**src/rtl/if_stage_pkg.sv**
```systemverilog
// Shared ISA definitions for the fetch stage: opcode field position, opcodes, FSM states.
package if_stage_pkg;

  localparam int OP_MSB = 15;
  localparam int OP_LSB = 11;

  localparam logic [4:0]  OP_NOP   = 5'h00;
  localparam logic [4:0]  OP_HALT  = 5'h1F;
  localparam logic [15:0] NOP_INSN = {OP_NOP, 11'h000};

  typedef enum logic [1:0] {
    S_IDLE,
    S_RUN,
    S_HWAIT,
    S_HALTED
  } if_state_e;

  function automatic logic is_halt(input logic [OP_MSB:0] ir);
    return ir[OP_MSB:OP_LSB] == OP_HALT;
  endfunction

endpackage

```
**src/rtl/if_stage_if.sv**
```systemverilog
// Fetch-stage bus: control from hazard/EX, instruction memory port, IF/ID latch outputs.
interface if_stage_if #(
  parameter int PC_W = 8,
  parameter int IR_W = 16
);
  logic            start;
  logic            stall;
  logic            branch_taken;
  logic [PC_W-1:0] branch_target;
  logic [PC_W-1:0] im_addr;
  logic [IR_W-1:0] im_data;
  logic [IR_W-1:0] id_ir;
  logic [PC_W-1:0] id_pc;
  logic            id_valid;
  logic            halted;

  modport master (
    input  start, stall, branch_taken, branch_target, im_data,
    output im_addr, id_ir, id_pc, id_valid, halted
  );

  modport slave (
    output start, stall, branch_taken, branch_target, im_data,
    input  im_addr, id_ir, id_pc, id_valid, halted
  );
endinterface

```
**src/rtl/if_stage_if_id_reg.sv**
```systemverilog
// IF/ID pipeline latch. flush beats hold; a flush inserts a NOP bubble and keeps id_pc.
module if_id_reg
  import if_stage_pkg::*;
#(
  parameter int PC_W = 8,
  parameter int IR_W = 16
) (
  input  logic            clock,
  input  logic            reset,
  input  logic            hold,
  input  logic            flush,
  input  logic [IR_W-1:0] ir_in,
  input  logic [PC_W-1:0] pc_in,
  output logic [IR_W-1:0] ir,
  output logic [PC_W-1:0] pc,
  output logic            valid
);

  logic [IR_W-1:0] ir_q, ir_d;
  logic [PC_W-1:0] pc_q, pc_d;
  logic            valid_q, valid_d;

  always_ff @(posedge clock or negedge reset) begin
    if (!reset) begin
      ir_q    <= IR_W'(NOP_INSN);
      pc_q    <= '0;
      valid_q <= 1'b0;
    end else begin
      ir_q    <= ir_d;
      pc_q    <= pc_d;
      valid_q <= valid_d;
    end
  end

  always_comb begin
    ir_d    = ir_q;
    pc_d    = pc_q;
    valid_d = valid_q;
    if (flush) begin
      ir_d    = IR_W'(NOP_INSN);
      valid_d = 1'b0;
    end else if (!hold) begin
      ir_d    = ir_in;
      pc_d    = pc_in;
      valid_d = 1'b1;
    end
  end

  assign ir    = ir_q;
  assign pc    = pc_q;
  assign valid = valid_q;

endmodule

```
**src/rtl/if_stage.sv**
```systemverilog
// Instruction fetch: PC register, start/stall/redirect/HALT control FSM, feeds the IF/ID latch.
module if_stage
  import if_stage_pkg::*;
#(
  parameter int PC_W      = 8,
  parameter int IR_W      = 16,
  parameter int BR_SHADOW = 2
) (
  input  logic      clock,
  input  logic      reset,
  if_stage_if.master bus
);

  localparam int              CNT_W    = (BR_SHADOW > 1) ? $clog2(BR_SHADOW) : 1;
  localparam logic [CNT_W-1:0] CNT_LAST = CNT_W'(BR_SHADOW - 1);

  if_state_e        state_q, state_d;
  logic [PC_W-1:0]  pc_q, pc_d;
  logic [CNT_W-1:0] cnt_q, cnt_d;
  logic             halted_q, halted_d;
  logic             id_hold, id_flush;
  logic             halt_fetch, shadow_done;

  assign halt_fetch  = is_halt(bus.im_data[OP_MSB:0]);
  assign shadow_done = (cnt_q == CNT_LAST);

  always_ff @(posedge clock or negedge reset) begin
    if (!reset) begin
      state_q  <= S_IDLE;
      pc_q     <= '0;
      cnt_q    <= '0;
      halted_q <= 1'b0;
    end else begin
      state_q  <= state_d;
      pc_q     <= pc_d;
      cnt_q    <= cnt_d;
      halted_q <= halted_d;
    end
  end

  always_comb begin
    state_d = state_q;
    case (state_q)
      S_IDLE:  if (bus.start) state_d = S_RUN;
      S_RUN:   if (!bus.branch_taken && !bus.stall && halt_fetch) state_d = S_HWAIT;
      S_HWAIT: begin
        if (bus.branch_taken)             state_d = S_RUN;
        else if (!bus.stall && shadow_done) state_d = S_HALTED;
      end
      S_HALTED: state_d = S_HALTED;
      default:  state_d = S_IDLE;
    endcase
  end

  // Priority in RUN/HWAIT: branch redirect, then stall, then advance.
  always_comb begin
    pc_d     = pc_q;
    cnt_d    = cnt_q;
    halted_d = halted_q;
    id_hold  = 1'b1;
    id_flush = 1'b0;
    case (state_q)
      S_RUN: begin
        if (bus.branch_taken) begin
          pc_d     = bus.branch_target;
          id_flush = 1'b1;
        end else if (!bus.stall) begin
          id_hold = 1'b0;
          // HALT is latched but the PC parks on it.
          if (!halt_fetch) pc_d = pc_q + PC_W'(1);
        end
      end
      S_HWAIT: begin
        if (bus.branch_taken) begin
          pc_d     = bus.branch_target;
          id_flush = 1'b1;
          cnt_d    = '0;
        end else if (!bus.stall) begin
          id_flush = 1'b1;
          if (shadow_done) begin
            cnt_d    = '0;
            halted_d = 1'b1;
          end else begin
            cnt_d = cnt_q + CNT_W'(1);
          end
        end
      end
      S_HALTED: id_flush = !bus.stall;
      default: ;
    endcase
  end

  if_id_reg #(.PC_W(PC_W), .IR_W(IR_W)) u_if_id (
    .clock (clock),
    .reset (reset),
    .hold  (id_hold),
    .flush (id_flush),
    .ir_in (bus.im_data),
    .pc_in (pc_q),
    .ir    (bus.id_ir),
    .pc    (bus.id_pc),
    .valid (bus.id_valid)
  );

  assign bus.im_addr = pc_q;
  assign bus.halted  = halted_q;

endmodule

```
**src/flat_wrapper.sv**
```systemverilog
// flat-port wrapper written by rule: the top's interface ports become plain ports
module if_stage_flat import if_stage_pkg::*;
#(
  parameter int PC_W      = 8,
  parameter int IR_W      = 16,
  parameter int BR_SHADOW = 2
)
  (clock, reset, bus_start, bus_stall, bus_branch_taken, bus_branch_target, bus_im_data, bus_im_addr, bus_id_ir, bus_id_pc, bus_id_valid, bus_halted);
  if_stage_if #(.PC_W(PC_W), .IR_W(IR_W)) bus_i ();
  input  logic clock;
  input  logic reset;
  input wire logic [$bits(bus_i.start)-1:0] bus_start;
  input wire logic [$bits(bus_i.stall)-1:0] bus_stall;
  input wire logic [$bits(bus_i.branch_taken)-1:0] bus_branch_taken;
  input wire logic [$bits(bus_i.branch_target)-1:0] bus_branch_target;
  input wire logic [$bits(bus_i.im_data)-1:0] bus_im_data;
  output wire logic [$bits(bus_i.im_addr)-1:0] bus_im_addr;
  output wire logic [$bits(bus_i.id_ir)-1:0] bus_id_ir;
  output wire logic [$bits(bus_i.id_pc)-1:0] bus_id_pc;
  output wire logic [$bits(bus_i.id_valid)-1:0] bus_id_valid;
  output wire logic [$bits(bus_i.halted)-1:0] bus_halted;
  assign bus_i.start = bus_start;
  assign bus_i.stall = bus_stall;
  assign bus_i.branch_taken = bus_branch_taken;
  assign bus_i.branch_target = bus_branch_target;
  assign bus_i.im_data = bus_im_data;
  assign bus_im_addr = bus_i.im_addr;
  assign bus_id_ir = bus_i.id_ir;
  assign bus_id_pc = bus_i.id_pc;
  assign bus_id_valid = bus_i.id_valid;
  assign bus_halted = bus_i.halted;
  if_stage #(.PC_W(PC_W), .IR_W(IR_W), .BR_SHADOW(BR_SHADOW)) u_core (.clock(clock), .reset(reset), .bus(bus_i));
endmodule
```
**config.mk**
```make
export PLATFORM = sky130hd
export DESIGN_NAME = if_stage_flat
export DESIGN_NICKNAME = d
export VERILOG_FILES = /design/src/rtl/if_stage_pkg.sv /design/src/rtl/if_stage_if.sv /design/src/rtl/if_stage_if_id_reg.sv /design/src/rtl/if_stage.sv /design/src/flat_wrapper.sv
export SDC_FILE = /design/constraint.sdc
export NUM_CORES = 1
export LEC_CHECK = 0
export ABC_CLOCK_PERIOD_IN_PS = 4750
export CAP_MARGIN = 20
export CORE_UTILIZATION = 49
export DETAILED_ROUTE_END_ITERATION = 12
export PLACE_DENSITY_LB_ADDON = 0.2
export SYNTH_ARGS = -nofsm -noshare
export SYNTH_HDL_FRONTEND = slang
export SYNTH_HIERARCHICAL = 1
export SYNTH_SLANG_ARGS = --single-unit
```
**constraint.sdc**
```tcl
create_clock -name clock -period 4.75 [get_ports clock]
set_input_delay 0.95 -clock clock [delete_from_list [all_inputs] [get_ports clock]]
set_output_delay 0.95 -clock clock [all_outputs]
set_load 0.005 [all_outputs]
```
==> flow_summary.toml, run 1 <==
[route]
drcViolationCount = 0
drt_pre_antenna_iters = 4
via_per_inst = 5.325
wire_per_inst_um = 14.86
drt-initial-drc-count = 58
via_count = 1443
detail-route-antenna-nets = 0
routed_wl_mm = 4.026

[job]
max_cap_violations = 0

[logic_synthesis]
synthTopCellsByArea = "dfrtp_1 50%, mux2i_1 10%, mux2_4 6.4%"
netlist_area_sq_um = 1866
synth_cell_types = 43
yosysTopAreaCell = "dfrtp_1"
ys_async_sr_fraction = 1.000
synth_edf_count = 0
synth_ff_type = "dfrtp_1"
synth_top_area_share = 0.4963
syn_inst = 160
syn-num-nets = 190
synth-seq-cells = 37
synth_warnings = 6
ys_seq_area_frac = 0.4963
synth_most_common_cell = "dfrtp_1"
syn_area_per_cell_sq_um = 11.66
synth_top_cells_by_count = "37 x dfrtp_1, 19 x mux2i_1, 19 x nor2_1"

[worst_hold_path]
hold_path.class = "reg2reg"
hold_end = "u_core/bus.halted"
hold_path_startpoint = "u_core/bus.halted"
holdPathStages = 1

[floorplanning]
rows = 22
start_util = 0.5096
die_h_um = 63.70
die_w_um = 63.70
core_area_sq_um = 3661
dieArea_sq_um = 4058
pin_count = 63

[worst_setup_path]
r2r_setup_slack_ns = 2.43
critPathRequiredTime_ns = 4.92
end_kind = "flip-flop"
r2r-start = "u_core/state_q[0]"
crit_type = "in2reg"
cp.arrival_ns = 3.22
timing.rr.end = "u_core/u_if_id/pc[2]"
crit_fanout = 18
startpoint_type = "input port"
reg2reg_depth = 4

[placed_design]
dp_cells = 263
place_congestion = 0.8630
dp_hpwl_mm = 2.968
dp_slack_ns = 1.399
place.port_buffers = 62

[layout]
drive_above_1_share = 0.1256
n_fill_cell = 277
final_util = 0.7023
num_antenna_cells = 0
area_delta_synth_final_pct = 37.83
final_cells = 271
nets = 252

[cts]
post_cts.repair.setup_buffers = 0
cts_buffers = 5
clockBufferDepth = 2
clock_tree.root_cell = "clkbuf_8"
cts_max_level = 2
cts_hold_repair.buffers = 0
cts_resized = 0
cts_tree = "done"
numClockSinks = 37
clk_latency_ns = 0.28
clkTransAtPathRegs_ns = 0.07

[timing]
timing.setup.tns_ns = 0
hold_violations = 0
rsz0062_at_grt = "false"
tightest_slew_ns = 1.052
period_share = 0.6440
finalSetupViolations = 0
setup_ws_ns = 1.691
slew_violations = 0
max_freq_mhz = 326.9
period_minus_slack_ns = 3.059
relSlewSlack = 0.2971
skew_ns = 0.006156
holdWs_ns = 0.4785

[global_routing]
grt_pass1_vias = 1444
grt_pass1_wl_mm = 6.775
grt_max_degree = 38
antenna_found_initial = 0
track_usage = 0.2162
overflow = 0

[power]
power_leakage_nw = 1.198
ir_drop_mv = 0.2803
power_density_nw_per_um2 = 549.8

[run_status]
status = "finished clean"
-- cell usage in the layout (no fill, tap or decap), types with 2 or more instances in the layout --
cell             instances
mux2_4                   8
inv_1                    7
buf_4                    2
or3_1                    2
a22oi_2                  3
nand2_1                  9
o22ai_1                  6
clkbuf_8                 7
nand4_1                  2
clkdlybuf4s50_1         61
nor2_1                  19
nand3_1                  3
a21oi_1                  2
nand2b_1                 2
nor3_1                   2
mux2i_1                 19
dfrtp_1                 37
o21ai_1                  4
a2bb2oi_1                3
o21ai_0                  2
-- worst max-delay path by stage --
stage                                 from              endpoint
final                     bus_branch_taken  u_core/u_if_id/pc[2]
after floorplan           bus_branch_taken  u_core/u_if_id/pc[0]
after detailed placement  bus_branch_taken  u_core/u_if_id/pc[3]
after global routing      bus_branch_taken  u_core/u_if_id/pc[2]
after global placement    bus_branch_taken  u_core/u_if_id/pc[2]
after CTS                 bus_branch_taken  u_core/u_if_id/pc[2]
-- power breakdown --
part / internal [mW] / total, mW / switching [mW]
Clock: 0.131 / 0.236 / 0.105
Combinational: 0.378 / 0.642 / 0.264
Sequential: 0.424 / 0.536 / 0.112
Total: 0.933 / 1.41 / 0.481
-- flip-flops by register name (all words and copies together), names as in the netlist --
register              count
u_core/bus.halted         1
u_core/bus.im_addr        8
u_core/cnt_q              1
u_core/state_q            2
u_core/u_if_id/ir        16
u_core/u_if_id/pc         8
u_core/u_if_id/valid      1
-- metal layers --
layer,global-route usage,wire [um],up-vias
met4,0.07386,46,0
met3,0.04710,165,6
met1,0.2872,1854,699
met5,0,0,-
li1,-,-,696
met2,0.3471,1959,42
-- per-stage QoR --
step	power [mW]	area, sq um
after floorplan	0.9056	1866
after global placement	1.160	2470
after detailed placement	1.182	2470
after CTS	1.420	2571
after global routing	1.512	2571
final	1.414	2571
-- worst max-delay path, cell delays in order --
cell             delay (ns)
clkdlybuf4s50_1        0.56
nor2_1                 0.26
nand2_1                0.64
nor2_8                 0.46
mux2_4                 0.34
-- final cells by class --
class | count | area (sq um) | area share
flip-flops and latches | 37 | 925.9 | 0.3601
repair buffers | 64 | 630.6 | 0.2453
well taps | 48 | 60.06 | 0.02336
inverters | 7 | 26.28 | 0.01022
clock buffers | 7 | 96.34 | 0.03747
clock inverters | 1 | 5.005 | 0.001946
multi-input cells | 107 | 827.0 | 0.3217
-- kinds of logic after synthesis --
logic type               after synthesis  synth area share
adder cells (fa/ha/maj)                1          0.006706
AND/OR/NAND/NOR                       47            0.1288
flip-flops                            37            0.4963
multiplexers                          27            0.1663
buffers and inverters                 16           0.06036
AO/OA/AOI/OAI                         32            0.1415
(Power assumes the default switching activity.)
==> run 2, diff against run 1 <==
--- a/config.mk
+++ b/config.mk
@@ -5,9 +5,9 @@
 export SDC_FILE = /design/constraint.sdc
 export NUM_CORES = 1
 export LEC_CHECK = 0
-export ABC_CLOCK_PERIOD_IN_PS = 4750
+export ABC_CLOCK_PERIOD_IN_PS = 2950
 export CAP_MARGIN = 20
-export CORE_UTILIZATION = 49
+export CORE_UTILIZATION = 45
 export DETAILED_ROUTE_END_ITERATION = 12
 export PLACE_DENSITY_LB_ADDON = 0.2
 export SYNTH_ARGS = -nofsm -noshare
==> constraint.sdc (replaced) <==
create_clock -name clock -period 2.95 [get_ports clock]
set_input_delay 0.59 -clock clock [delete_from_list [all_inputs] [get_ports clock]]
set_output_delay 0.59 -clock clock [all_outputs]
set_load 0.005 [all_outputs]
==> run 2 against run 1 <==
Net effect:
- die area is 8.6% higher
- critical path type unchanged
- register-to-register slack worse by 1.3 ns
- combinational power is 62% higher
- routed wire length is 4.5% higher
- first-iteration DRC count is 36% lower
- clock power is 48% higher
- largest power group unchanged
- sequential power is 60% higher
- critical path depth is 1 higher
==> flow_summary.toml, run 2 (same netlist as run 1, synthesis figures left out) <==
[power]
power_leakage_nw = 1.197
fin_total_pwr_mw = 2.254
ir_drop_mv = 0.4367
power_density_nw_per_um2 = 875.7

[route]
routed_wl_mm = 4.209
via_count = 1501
wire_per_inst_um = 15.36
detail-route-antenna-nets = 0
drcViolationCount = 0
via_per_inst = 5.478
drt_pre_antenna_iters = 4
drt-initial-drc-count = 37

[placed_design]
place_congestion = 0.9032
place.port_buffers = 62
dp_hpwl_mm = 3.103
dp_cells = 267
dpl_cell_area_sq_um = 2487

[layout]
area_delta_synth_final_pct = 37.96
final_common_cell = "clkdlybuf4s50_1"
final_util = 0.6434
fin_area_sq_um = 2574
final_cell_mix = "61 x clkdlybuf4s50_1, 37 x dfrtp_1, 19 x nor2_1, 19 x mux2i_1, 9 x nand2_1"
final_cells = 274
num_antenna_cells = 0
drive_above_1_share = 0.1250
nets = 254
largest_reg_flops = 16

[cts]
cts_buffers = 5
clockBufferDepth = 2
clk_latency_ns = 0.29
cts_hold_repair.buffers = 0
post_cts.repair.setup_buffers = 0
clkTransAtPathRegs_ns = 0.07
cts_tree = "done"
cts_max_level = 2
clock_tree.root_cell = "clkbuf_8"
numClockSinks = 37
cts_resized = 0

[timing]
period_minus_slack_ns = 2.069
timing.setup.tns_ns = 0
max_freq_mhz = 483.3
rsz0062_at_grt = "false"
skew_ns = 0.005204
tightest_slew_ns = 0.7903
finalSetupViolations = 0
relSlewSlack = 0.4732
slew_violations = 0
period_share = 0.7014
hold_violations = 0

[floorplanning]
pin_count = 63
dieArea_sq_um = 4407
core_area_sq_um = 4000
die_w_um = 66.39
rows = 23
die_h_um = 66.39
start_util = 0.4664

[worst_setup_path]
cp_cell_sequence = "clkdlybuf4s50_1 > nor2_1 > nand2_1 > buf_4 > mux2i_1 > nor2_1"
reg2reg_depth = 4
crit_top_cell = "nor2_1"
cp.arrival_ns = 2.24
crit_fanout = 17
crit_type = "in2reg"
slowest_delay_ns = 0.66
critPathRequiredTime_ns = 3.12
crit_family = "buffers and inverters"
startpoint_type = "input port"
timing.rr.end = "u_core/bus.im_addr[4]"
r2r_setup_slack_ns = 1.15
critPathSlowestCell = "clkdlybuf4s50_1"
end_kind = "flip-flop"
critPathBufInv = 2
r2r-start = "u_core/state_q[1]"

[global_routing]
antenna_found_initial = 0
grt_pass1_vias = 1463
grt_max_degree = 38
overflow = 0
grt_pass1_wl_mm = 6.810
track_usage = 0.2111

[job]
max_cap_violations = 0

[run_status]
status = "finished clean"

[worst_hold_path]
hold_path.class = "in2async"
run 2: how the worst max path moves through the flow:
stage / startpoint / end / slack, ns / depth (start not counted)
3_5_place_dp: bus_branch_taken / u_core/u_if_id/ir[15] / 0.62 / 6
4_1_cts: bus_branch_taken / u_core/u_if_id/ir[15] / 0.90 / 6
2_1_floorplan: bus_branch_taken / u_core/u_if_id/pc[0] / 1.19 / 6
6_report: bus_branch_taken / u_core/u_if_id/ir[12] / 0.88 / 6
5_1_grt: bus_branch_taken / u_core/u_if_id/ir[15] / 0.76 / 6
3_3_place_gp: bus_im_data[14] / u_core/bus.im_addr[4] / 0.64 / 5
run 2: worst register-to-register path: cells and delay by family, from the launching register on:
kind	cells	cell delay [ns]
AND/OR/NAND/NOR	2	0.66
AO/OA/AOI/OAI	2	0.60
flip-flops	1	0.44
run 2: cell type report:
class	instances	area [sq um]
Clock buffer	7	86.33
Fill cell	331	1426
Inverter	7	26.28
Multi-Input combinational cell	107	827.0
Sequential cell	37	925.9
Tap cell	50	62.56
Timing Repair Buffer	66	645.6
run 2: report_power, final:
group / switching [mW] / internal (mW) / total [mW] / leakage [nW]
sequential: 0.177 / 0.683 / 0.859 / 0.461
combinational: 0.431 / 0.613 / 1.04 / 0.692
clock: 0.165 / 0.185 / 0.350 / 0.0443
total: 0.772 / 1.48 / 2.25 / 1.20
run 2: through the flow:
step / worst slack [ns] / hold WS (ns)
global route: 0.7559 / 0.4454
detailed placement: 0.6167 / 0.4584
CTS: 0.9007 / 0.4115
global placement: 0.6369 / 0.4838
finish: 0.8808 / 0.3836
floorplan: 1.189 / 0.2944
run 2: per-layer routing:
metal  vias up  GRT usage  share of wire
met5         -          0              0
met4         0    0.09309          0.019
met3         7    0.07241          0.056
met2        58     0.3393           0.50
met1       739     0.2544           0.43
li1        697          -              -
==> run 3, diff against run 2 <==
--- a/config.mk
+++ b/config.mk
@@ -5,9 +5,9 @@
 export SDC_FILE = /design/constraint.sdc
 export NUM_CORES = 1
 export LEC_CHECK = 0
-export ABC_CLOCK_PERIOD_IN_PS = 2950
+export ABC_CLOCK_PERIOD_IN_PS = 1700
 export CAP_MARGIN = 20
-export CORE_UTILIZATION = 45
+export CORE_UTILIZATION = 41
 export DETAILED_ROUTE_END_ITERATION = 12
 export PLACE_DENSITY_LB_ADDON = 0.2
 export SYNTH_ARGS = -nofsm -noshare
==> constraint.sdc (replaced) <==
create_clock -name clock -period 1.7 [get_ports clock]
set_input_delay 0.34 -clock clock [delete_from_list [all_inputs] [get_ports clock]]
set_output_delay 0.34 -clock clock [all_outputs]
set_load 0.005 [all_outputs]
==> run 3 against run 2 <==
Net effect:
- the flow now finishes with violations (negative hold slack)
- largest power group unchanged
- worst setup slack worse by 0.83 ns
- sequential cell count stayed put
- clock power is 73% higher
- core utilization is 0.55 points lower
- via count is 4.2% higher
- sequential share of layout area is 2.6 points lower
- die area is 9.5% higher
- total power is 84% higher
- non-clock buffer count is 20 higher
- cell count is 8.0% higher
- cell area is 7.9% higher
==> flow_summary.toml, run 3 (same netlist as run 1, synthesis figures left out) <==
[cts]
clkTransAtPathRegs_ns = 0.07
cts_tree = "done"
clockBufferDepth = 2
cts_buffers = 5
clock_tree.root_cell = "clkbuf_8"
cts_max_level = 2
numClockSinks = 37
clk_latency_ns = 0.28

[route]
via_per_inst = 5.284
wire_per_inst_um = 15.23
drcViolationCount = 0
routed_wl_mm = 4.509
via_count = 1564
drt_pre_antenna_iters = 4
detail-route-antenna-nets = 0
drt-initial-drc-count = 97

[floorplanning]
rows = 24
die_w_um = 69.46
pin_count = 63
die_h_um = 69.46
start_util = 0.4284
dieArea_sq_um = 4824
core_area_sq_um = 4354

[worst_setup_path]
critPathBufInv = 1
cp.arrival_ns = 1.83
critPathSlowestCell = "dfrtp_2"
reg2reg_depth = 5
crit_fanout = 6
critPathRequiredTime_ns = 1.88
startpoint_type = "flip-flop"
crit_family = "simple AND/OR/NAND/NOR gates"
cp_num_cells = 5
end_kind = "flip-flop"
crit_type = "reg2reg"
slowest_delay_ns = 0.45
cp_cell_sequence = "nor2b_2 > buf_4 > or3_1 > o22ai_1 > o2bb2a_4"

[timing]
period_minus_slack_ns = 1.649
skew_ns = 0.003442
rsz0062_at_grt = "false"
max_freq_mhz = 606.3
finalSetupViolations = 0
hold_violations = 18
relSlewSlack = 0.7087
timing.setup.tns_ns = 0
slew_violations = 0
tightest_slew_ns = 0.4369
setup_ws_ns = 0.05054
period_share = 0.9703
holdWs_ns = -0.006092

[global_routing]
grt_pass1_vias = 1555
antenna_found_initial = 0
track_usage = 0.1989
overflow = 0
grt_max_degree = 20
grt_pass1_wl_mm = 7.596

[placed_design]
dp_slack_ns = -0.3625
dp_cells = 284
place_congestion = 0.8988
dp_hpwl_mm = 3.324
place.port_buffers = 62

[layout]
drive_above_1_share = 0.2172
largest_reg_flops = 16
final_util = 0.6379
final_common_cell = "clkdlybuf4s50_1"
final_cell_mix = "59 x clkdlybuf4s50_1, 36 x dfrtp_1, 22 x buf_4"
area_delta_synth_final_pct = 48.89
final_cells = 296
nets = 274
num_antenna_cells = 0

[power]
ir_drop_mv = 0.6400
power_leakage_nw = 1.323
power_density_nw_per_um2 = 1490

[job]
max_cap_violations = 0

[worst_hold_path]
hold_path.class = "in2async"

[run_status]
failed_checks = "negative hold slack"
status = "finished with violations"
==> run 3: cell types whose count changed in the layout (fill, tap and decap cells not counted), sizes merged <==
cell | previous run | this run
buf | 5 | 25
clkdlybuf4s50 | 61 | 59
dlymetal6s2s | 0 | 2
==> run 3: where the power goes <==
part	internal, mW	switching (mW)
Clock	0.321	0.285
Sequential	1.19	0.289
Combinational	1.21	0.842
Total	2.72	1.42
==> run 3: through the flow <==
stage | hold WS [ns] | power (mW) | cell area, sq um
4_1_cts | 0.001486 | 4.103 | 2746
3_5_place_dp | 0.3066 | 3.422 | 2619
5_1_grt | 0.02493 | 4.404 | 2778
3_3_place_gp | 0.2974 | 3.341 | 2619
6_report | -0.006092 | 4.138 | 2778
2_1_floorplan | 0.04441 | 2.530 | 1866
==> run 3: area by class of cell <==
| class | count | area (sq um) |
|---|---|---|
| fill | 339 | 1577 |
| sequential | 37 | 927.1 |
| multi-input combinational | 107 | 855.8 |
| timing repair buffer | 86 | 817.0 |
| clock buffer | 7 | 86.33 |
| tap | 52 | 65.06 |
| inverter | 7 | 26.28 |
==> run 3: worst paths after layout <==
check	slack (ns)	endpoint	start
max	0.05	u_core/bus.im_addr[4]	u_core/state_q[1]
min	-0.006	u_core/u_if_id/ir[12]	reset
max reg2reg	0.05	u_core/bus.im_addr[4]	u_core/state_q[1]
min reg2reg	0.49	u_core/bus.halted	u_core/bus.halted
max in group asynchronous	1.25	u_core/state_q[1]	reset
min in group clock	0.36	u_core/u_if_id/ir[12]	bus_im_data[12]
==> run 3: per-layer routing <==
metal | share of wire | track usage
met1 | 0.42 | 0.2500
met5 | 0 | 0
met2 | 0.51 | 0.3387
met4 | 0.0055 | 0.04762
met3 | 0.061 | 0.05523
==> run 3: what timing repair did <==
action,4_1_cts,5_1_grt
setup endpoints to repair,3,15
resized for setup,2,6
setup buffers,3,2
hold buffers,0,0
pin swaps,1,4
